$ cat src/rtl/ex_muldiv_unit.sv
// Iterative EX-stage multiply/divide unit owning the HI/LO registers.
// One product/quotient bit per cycle, followed by a single sign-fixup cycle.
module ex_muldiv_unit #(
    parameter int XLEN  = 32,
    parameter int CNT_W = 6
) (
    input  logic            clk,
    input  logic            reset,
    input  logic            ex_rtype,
    input  logic [5:0]      ex_func,
    input  logic            ex_adv,
    input  logic [XLEN-1:0] ex_rs,
    input  logic [XLEN-1:0] ex_rt,
    output logic            md_hold_n,
    output logic [XLEN-1:0] md_rdata,
    output logic            md_busy
);

    localparam logic [5:0] F_MFHI = 6'h10;
    localparam logic [5:0] F_MTHI = 6'h11;
    localparam logic [5:0] F_MFLO = 6'h12;
    localparam logic [5:0] F_MTLO = 6'h13;

    typedef enum logic [1:0] {IDLE, MUL, DIV, FIX} state_t;

    state_t              state, state_nxt;
    logic [CNT_W-1:0]    cnt;
    logic [XLEN-1:0]     hi_q, lo_q;
    logic [2*XLEN-1:0]   acc;
    logic [XLEN-1:0]     op_m;
    logic                op_div, neg_q, neg_r, div_zero;

    logic                md_op, hl_op, issue, is_signed, is_div;
    logic [XLEN-1:0]     rs_mag, rt_mag;
    logic [XLEN:0]       mul_sum;
    logic [2*XLEN-1:0]   mul_nxt;
    logic [XLEN:0]       div_sh;
    logic                div_ge;
    logic [XLEN-1:0]     div_diff;
    logic [2*XLEN-1:0]   div_nxt;
    logic [2*XLEN-1:0]   mul_res;
    logic [XLEN-1:0]     quo_res, rem_res;

    function automatic logic [XLEN-1:0] mag_x(input logic signed [XLEN-1:0] v, input logic sgn);
        return (sgn && v < 0) ? -v : v;
    endfunction

    function automatic logic [XLEN-1:0] cond_neg_x(input logic [XLEN-1:0] v, input logic neg);
        return neg ? -v : v;
    endfunction

    function automatic logic [2*XLEN-1:0] cond_neg_2x(input logic [2*XLEN-1:0] v, input logic neg);
        return neg ? -v : v;
    endfunction

    // Decode and hold: hold only for HI/LO consumers while an operation is in flight
    assign md_op     = ex_rtype && (ex_func[5:2] == 4'b0110);
    assign hl_op     = ex_rtype && (ex_func[5:2] == 4'b0100);
    assign md_busy   = (state != IDLE);
    assign md_hold_n = ~(md_busy & (md_op | hl_op));
    assign issue     = md_op & ex_adv & md_hold_n;
    assign is_signed = ~ex_func[0];
    assign is_div    = ex_func[1];
    assign rs_mag    = mag_x(ex_rs, is_signed);
    assign rt_mag    = mag_x(ex_rt, is_signed);

    always_ff @(posedge clk or negedge reset) begin
        if (!reset) begin
            state <= IDLE;
        end else begin
            state <= state_nxt;
        end
    end

    always_comb begin
        state_nxt = state;
        case (state)
            IDLE:     if (issue) state_nxt = is_div ? DIV : MUL;
            MUL, DIV: if (cnt == CNT_W'(XLEN - 1)) state_nxt = FIX;
            FIX:      state_nxt = IDLE;
            default:  state_nxt = IDLE;
        endcase
    end

    always_ff @(posedge clk or negedge reset) begin
        if (!reset) begin
            cnt <= '0;
        end else if (issue) begin
            cnt <= '0;
        end else if (state == MUL || state == DIV) begin
            cnt <= cnt + CNT_W'(1);
        end
    end

    // Iteration step: acc holds {partial product, multiplier} or {remainder, dividend/quotient}
    assign mul_sum  = {1'b0, acc[2*XLEN-1:XLEN]} + (acc[0] ? {1'b0, op_m} : {(XLEN+1){1'b0}});
    assign mul_nxt  = {mul_sum, acc[XLEN-1:1]};
    assign div_sh   = {acc[2*XLEN-1:XLEN], acc[XLEN-1]};
    assign div_ge   = (div_sh >= {1'b0, op_m});
    assign div_diff = div_sh[XLEN-1:0] - op_m;
    assign div_nxt  = {(div_ge ? div_diff : div_sh[XLEN-1:0]), acc[XLEN-2:0], div_ge};

    always_ff @(posedge clk) begin
        if (issue) begin
            op_m     <= is_div ? rt_mag : rs_mag;
            acc      <= {{XLEN{1'b0}}, (is_div ? rs_mag : rt_mag)};
            op_div   <= is_div;
            neg_q    <= is_signed & (ex_rs[XLEN-1] ^ ex_rt[XLEN-1]);
            neg_r    <= is_signed & ex_rs[XLEN-1];
            div_zero <= is_div & (ex_rt == '0);
        end else if (state == MUL) begin
            acc <= mul_nxt;
        end else if (state == DIV) begin
            acc <= div_nxt;
        end
    end

    // Fixup: restore signs; divide by zero forces an all-ones quotient
    assign mul_res = cond_neg_2x(acc, neg_q);
    assign quo_res = div_zero ? '1 : cond_neg_x(acc[XLEN-1:0], neg_q);
    assign rem_res = cond_neg_x(acc[2*XLEN-1:XLEN], neg_r);

    always_ff @(posedge clk or negedge reset) begin
        if (!reset) begin
            hi_q <= '0;
            lo_q <= '0;
        end else if (state == FIX) begin
            hi_q <= op_div ? rem_res : mul_res[2*XLEN-1:XLEN];
            lo_q <= op_div ? quo_res : mul_res[XLEN-1:0];
        end else if (hl_op && ex_adv && md_hold_n) begin
            if (ex_func == F_MTHI) hi_q <= ex_rs;
            if (ex_func == F_MTLO) lo_q <= ex_rs;
        end
    end

    always_comb begin
        md_rdata = '0;
        if (ex_rtype && ex_func == F_MFHI) md_rdata = hi_q;
        else if (ex_rtype && ex_func == F_MFLO) md_rdata = lo_q;
    end

endmodule

$ cat config.mk
export PLATFORM = sky130hd
export DESIGN_NAME = ex_muldiv_unit
export DESIGN_NICKNAME = d
export VERILOG_FILES = /design/src/rtl/ex_muldiv_unit.sv
export SDC_FILE = /design/constraint.sdc
export NUM_CORES = 1
export LEC_CHECK = 0
export CELL_PAD_IN_SITES_DETAIL_PLACEMENT = 1
export CELL_PAD_IN_SITES_GLOBAL_PLACEMENT = 2
export CORE_ASPECT_RATIO = 0.8
export CORE_UTILIZATION = 37
export CTS_BUF_LIST = sky130_fd_sc_hd__clkbuf_16
export CTS_CLUSTER_DIAMETER = 200
export DETAILED_ROUTE_END_ITERATION = 6
export PLACE_DENSITY = 0.87
export SYNTH_ARGS = -nofsm -noshare
export SYNTH_HDL_FRONTEND = slang
export SYNTH_SLANG_ARGS = --single-unit
$ cat constraint.sdc
create_clock -name clk -period 4 [get_ports clk]
set_clock_uncertainty 0.15 [all_clocks]
set_input_delay 1.2 -clock clk [delete_from_list [all_inputs] [get_ports clk]]
set_output_delay 1.2 -clock clk [all_outputs]
set_load 0.03 [all_outputs]
Word level (Yosys, flattened, before mapping)
Cells that the tools add are included.
{"block": "op_classes", "n_reduce_logical": 22, "eq_ne": 12, "n_addsub": 8, "bitwise": 10, "mux": 29, "order_cmp": 3}
{"cell": "32-bit two-way mux", "count": 20}
{"cell": "64-bit two-way mux", "count": 3}
{"cell": "32-bit negation", "count": 4}
{"cell": "32-bit by 1-bit < comparator with 1-bit output (second input constant)", "count": 2}
{"cell": "64-bit negation", "count": 1}
{"cell": "32-bit by 32-bit adder with 33-bit output", "count": 1}
{"cell": "33-bit by 32-bit greater-or-equal comparator with 1-bit output", "count": 1}
{"cell": "32-bit zero test", "count": 1}
{"cell": "32-bit subtractor", "count": 1}
{"cell": "6-bit by 5-bit equality test with 1-bit output (second input constant)", "count": 5}
{"cell": "6-bit two-way mux", "count": 2}
{"cell": "2-bit nonzero test", "count": 6}
{"cell": "4-bit by 3-bit equality test with 1-bit output (second input constant)", "count": 2}
{"cell": "1-bit logical AND", "count": 8}
{"cell": "6-bit by 1-bit adder with 6-bit output (second input constant)", "count": 1}
{"cell": "1-bit AND", "count": 6}
{"cell": "2-bit two-way mux", "count": 3}
{"cell": "2-bit case mux with 3 select lines", "count": 1}
{"cell": "2-bit AND reduction", "count": 3}
{"cell": "2-bit equality test (second input constant)", "count": 2}
{"cell": "2-bit != test (second input constant)", "count": 2}
{"cell": "3-bit nonzero test", "count": 1}
{"cell": "2-bit by 1-bit equality test with 1-bit output (second input constant)", "count": 1}
{"cell": "2-bit zero test", "count": 1}
{"cell": "5 further kinds", "count": 6}
{"block": "totals", "in_bits": 74, "reg_bits": 172}

Longest topological paths before layout
{"block": "logic_depth", "word_depth": 8, "ltp_mapped": 14}

Least setup slack after synthesis
Ideal clock, no wire load.
{"block": "synth_path", "path_kind": "input to output", "startpoint": "in ex_func[1]", "endpoint": "out md_rdata[13]", "path_slack_ns": -0.115, "cell_stages": 5, "arrival_ns": 2.765, "required_time_ns": 2.650, "cell_sequence": "clkbuf_1 > clkbuf_1 > buf_1 > mux2i_1 > nor2_1"}
{"block": "synth_via", "elab_chain_cells": 4, "elab_cells_between_ends": 6}
{"item": "start: declaration", "line": "10", "rtl": "input logic [5:0] ex_func,"}
{"item": "6-bit by 5-bit equality test with 1-bit output", "line": "139", "rtl": "else if (ex_rtype && ex_func == F_MFLO) md_rdata = lo_q;"}
{"item": "1-bit logical AND", "line": "139"}
{"item": "32-bit two-way mux", "line": "139"}
{"item": "32-bit two-way mux (*)", "line": "138", "rtl": "if (ex_rtype && ex_func == F_MFHI) md_rdata = hi_q;"}
{"item": "end: declaration", "line": "15", "rtl": "output logic [XLEN-1:0] md_rdata,"}
Every way passes the cells marked *; elsewhere a longest branch is shown, timed or not.

Worst setup path after layout
{"block": "layout_path", "startpoint": "in ex_rt[11]", "endpoint": "reg acc[21], data pin"}
{"block": "layout_via", "elab_chain_cells": 5, "elab_cells_between_ends": 6}
{"item": "start: declaration", "line": "13", "rtl": "input logic [XLEN-1:0] ex_rt,"}
{"item": "32-bit by 1-bit < comparator with 1-bit output", "line": "45", "rtl": "return (sgn && v < 0) ? -v : v;"}
{"item": "1-bit logical AND", "line": "45"}
{"item": "32-bit two-way mux (*)", "line": "45"}
{"item": "32-bit two-way mux (*)", "line": "106", "rtl": "acc <= {{XLEN{1'b0}}, (is_div ? rs_mag : rt_mag)};"}
{"item": "32-bit two-way mux (*)", "line": "104", "rtl": "if (issue) begin"}
{"item": "end signal: assignment", "line": "106"}
{"item": "end signal: assignment", "line": "112", "rtl": "acc <= mul_nxt;"}
{"item": "end signal: assignment", "line": "114", "rtl": "acc <= div_nxt;"}
{"item": "end: declaration", "line": "29", "rtl": "logic [2*XLEN-1:0] acc;"}
Marks and branches as above.
A chain may end at the register's enable or synchronous reset.

==> summary.txt <==
Clock Path Buffers - 2
CTS Hold Bufs - 0
Avg Cell Area, Syn - 8.15 um2
Max_cap viols - 0
PwrDens - 749 nW/um2
Setup crit start kind - primary input
Initial DRT Pass Iterations - 5
DR vias - 15800
Clk pin slew, worst setup/hold paths - 0.08 ns
Sink Count - 172
Final HPWL from detailed placement - 48200 um
Worst skew pair latency - 0.46 ns
Total power - 14.4 mW
Routed Antenna Nets - 0
Final net count - 2246
Main synth FF type - dfrtp_1
Post-Route WL - 63400 um
Share of layout cells above drive strength 1 - 15.5%
GP Congestion - 0.937
P&R area growth vs syn - 24.8%
Post-synth net total - 2042
Count of input and output buffers - 107
Syn. warnings - 0
CTS tree - yes
P_int - 7.38 mW
Register area share after synthesis - 29.1%
Synthesized flop and latch total - 172
Die area - 42500 um2
Max stage delay on crit path - 0.53 ns
Sequential power share - 24.0%
IO Pins - 108
Switching Fraction - 48.8%
Die W - 230 um
Final hold viol count - 0
Initial antenna violation count - 1
Crit path buffers/inverters - 3
CTS HTree Levels - 4
Initial core utilization - 37.7%
CORE AREA - 40900 um2
Slew margin rel. - 49.0%
Via density per instance - 5.95
Number of core rows - 66
First-pass GRT wire length - 95700 um
Pins Over Slew Limit - 0
Synth async-reset ratio - 41.9%
Critical path arrival - 3.99 ns
Synth top area share - 13.2%
Area contributors post-synth - edfxtp_1, dfrtp_1, mux2i_1
Final Cycle Share - 98.5%
RSZ-0062 raised after global routing - false
Slowest stage cell, crit path - or4_4
Leak - 7.84 nW
Initial DRC count - 1412
Fmax - 0.254 GHz
Crit-path leading delay family - simple AND/OR/NAND/NOR gates
# setup viols final - 0
Vias in the first global route - 15900
Net switching power - 7.04 mW
Commonest non-fill, non-tap cell in the layout - buf_4
Worst hold path type - flip-flop to flip-flop
Maximum vdd drop - 298 uV
Root Driver - clkbuf_16
Time the worst path needs with I/O delays and setup - 3.94 ns
Gr usage total - 29.4%
Layout fillers - 4827
Die span in y - 185 um
Fin area - 19300 um2
Worst setup EP type - flip-flop
Synth cell types - 76
CP Cell Sequence - dlygate4sd2_1 -> or4_4 -> or4_4 -> nor4_4 -> nand4b_1 -> buf_4 -> buf_4 -> o31ai_2 -> xor2_1 -> mux2i_1 -> nand2_1 -> o21ai_0
Run status - finished, final reports clean
Drt drc - 0
WS Path Type - primary input to flip-flop
Clk pwr share - 12.3%
Post-Syn Instances - 1893
Commonest non-fill, non-tap cells in the layout - buf_4, a21oi_1, nor2_1, nand2_1
Gate power share - 63.7%
Largest net degree at the start of global routing - 73
WP data required - 4.05 ns
Total gr overflow - 0
Number of flops mapped to enable cells by yosys - 68
WL/cell - 23.9 um
Area of the mapped netlist - 15400 um2
Worst Max-Slew Pin Slew - 0.761 ns
Max Fanout on Critical Path - 4
Register Area - 4480 um2
Number of diodes - 0
Area of the multi-input gates - 10500 um2
TritonCTS Buffers - 17
Placement-stage cell area - 18300 um2
Cell taking the most area after synthesis - edfxtp_1
-- worst min-delay path, cell delays in order (launching register included) --
cell,delay (ns)
dfrtp_1,0.36
xnor2_1,0.12
nor2_1,0.04
-- stage by stage --
stage | instances | hold WS (ns) | util [%] | setup slack (ns) | setup TNS, ns
after floorplan | 1893 | 0.343 | - | -0.00302 | -0.00604
after global placement | 2618 | 0.377 | 44.9 | -0.686 | -13.02
after detailed placement | 2618 | 0.393 | 44.9 | -0.762 | -20.37
after CTS | 2653 | 0.408 | 46.9 | 0.0114 | 0
after global routing | 2654 | 0.454 | 47.1 | 0.00000844 | 0
final | 2654 | 0.410 | 47.1 | 0.0617 | 0
-- state kept, by name (all words and copies together), names as in the netlist --
| signal | cells |
|---|---|
| acc | 64 |
| cnt | 6 |
| div_zero | 1 |
| hi_q | 32 |
| lo_q | 32 |
| neg_q | 1 |
| neg_r | 1 |
| op_div | 1 |
| op_m | 32 |
| state | 2 |
-- final cells by class --
class	count	share of cell area [%]
multi-input cells	1537	54.6
clock buffers	17	2.21
repair buffers	297	14.1
well taps	544	3.53
inverters	72	1.40
clock inverters	15	0.910
flip-flops and latches	172	23.3
-- routing by layer --
layer	vias up	share of wire [%]	wire length [um]	global-route usage (%)
li1	7310	-	-	-
met1	7923	47	29900	41.8
met2	493	45	28800	46.5
met3	63	5.6	3550	4.05
met4	0	1.9	1220	7.36
met5	-	0	0	0
-- path summary, 6_finish.rpt --
kind,start,to,slack [ns],cells after the start
worst max-delay path,ex_rt[11],acc[21]$_DFFE_PP_,0.06,12
worst min-delay path,cnt[5]$_DFFE_PN0P_,cnt[5]$_DFFE_PN0P_,0.41,2
worst max register to register,op_m[22]$_DFFE_PP_,acc[55]$_SDFFE_PP0N_,0.18,12
worst min register to register,cnt[5]$_DFFE_PN0P_,cnt[5]$_DFFE_PN0P_,0.41,2
max in group asynchronous,reset,hi_q[1]$_DFFE_PN0P_,2.72,2
min in group asynchronous,reset,hi_q[29]$_DFFE_PN0P_,0.56,2
-- cells in the mapped netlist (4+ instances only) --
cell	number
buf_1	17
xor2_1	96
dfxtp_1	32
a221oi_1	4
o22ai_1	7
nand4b_1	4
o21ai_0	128
o21a_1	14
buf_2	4
o31a_1	4
mux2_2	10
and3_1	6
a32o_1	4
a211o_1	7
nor2b_1	55
nand3_1	18
inv_1	71
and2_1	6
ha_1	73
a211oi_1	64
o211a_1	4
dfrtp_1	72
or4_1	16
nand4_1	27
a31oi_1	18
o21bai_1	7
nor2_1	191
nand2_1	146
xnor2_1	78
a21oi_1	181
or3_1	22
nand3b_1	4
nor3_1	32
or2_2	7
o41ai_1	15
a21o_1	29
o31ai_1	24
mux2i_1	125
clkbuf_1	91
nor4_1	15
o21ai_1	11
o211ai_1	19
a22o_1	10
edfxtp_1	68
nand2b_1	12
-- cell families after synthesis --
family / synth area share, %
DFF: 29.1
buffers and inverters: 4.51
adders and majority gates: 6.18
muxes: 8.84
and+or+nand+nor: 18.2
AOI/OAI and AO/OA: 23.3
xor gates and xnor gates: 9.88
-- power by group through the flow --
stage          clock network (mW)  registers [mW]  logic [mW]
6_report                     1.77            3.46        9.19
5_1_grt                      1.85            3.54        9.98
4_1_cts                      1.80            3.44        9.06
3_5_place_dp                    0            3.46        8.96
3_3_place_gp                    0            3.43        8.70
2_1_floorplan                   0            3.33        5.76
-- what timing repair did --
item                                    4_1_cts  5_1_grt
gates resized for setup                      54       19
pin swaps                                    11        4
gates cloned                                  1        1
endpoints found under the setup margin       53       45
buffers inserted                              2        0
Power figures use the tool's default switching activity.
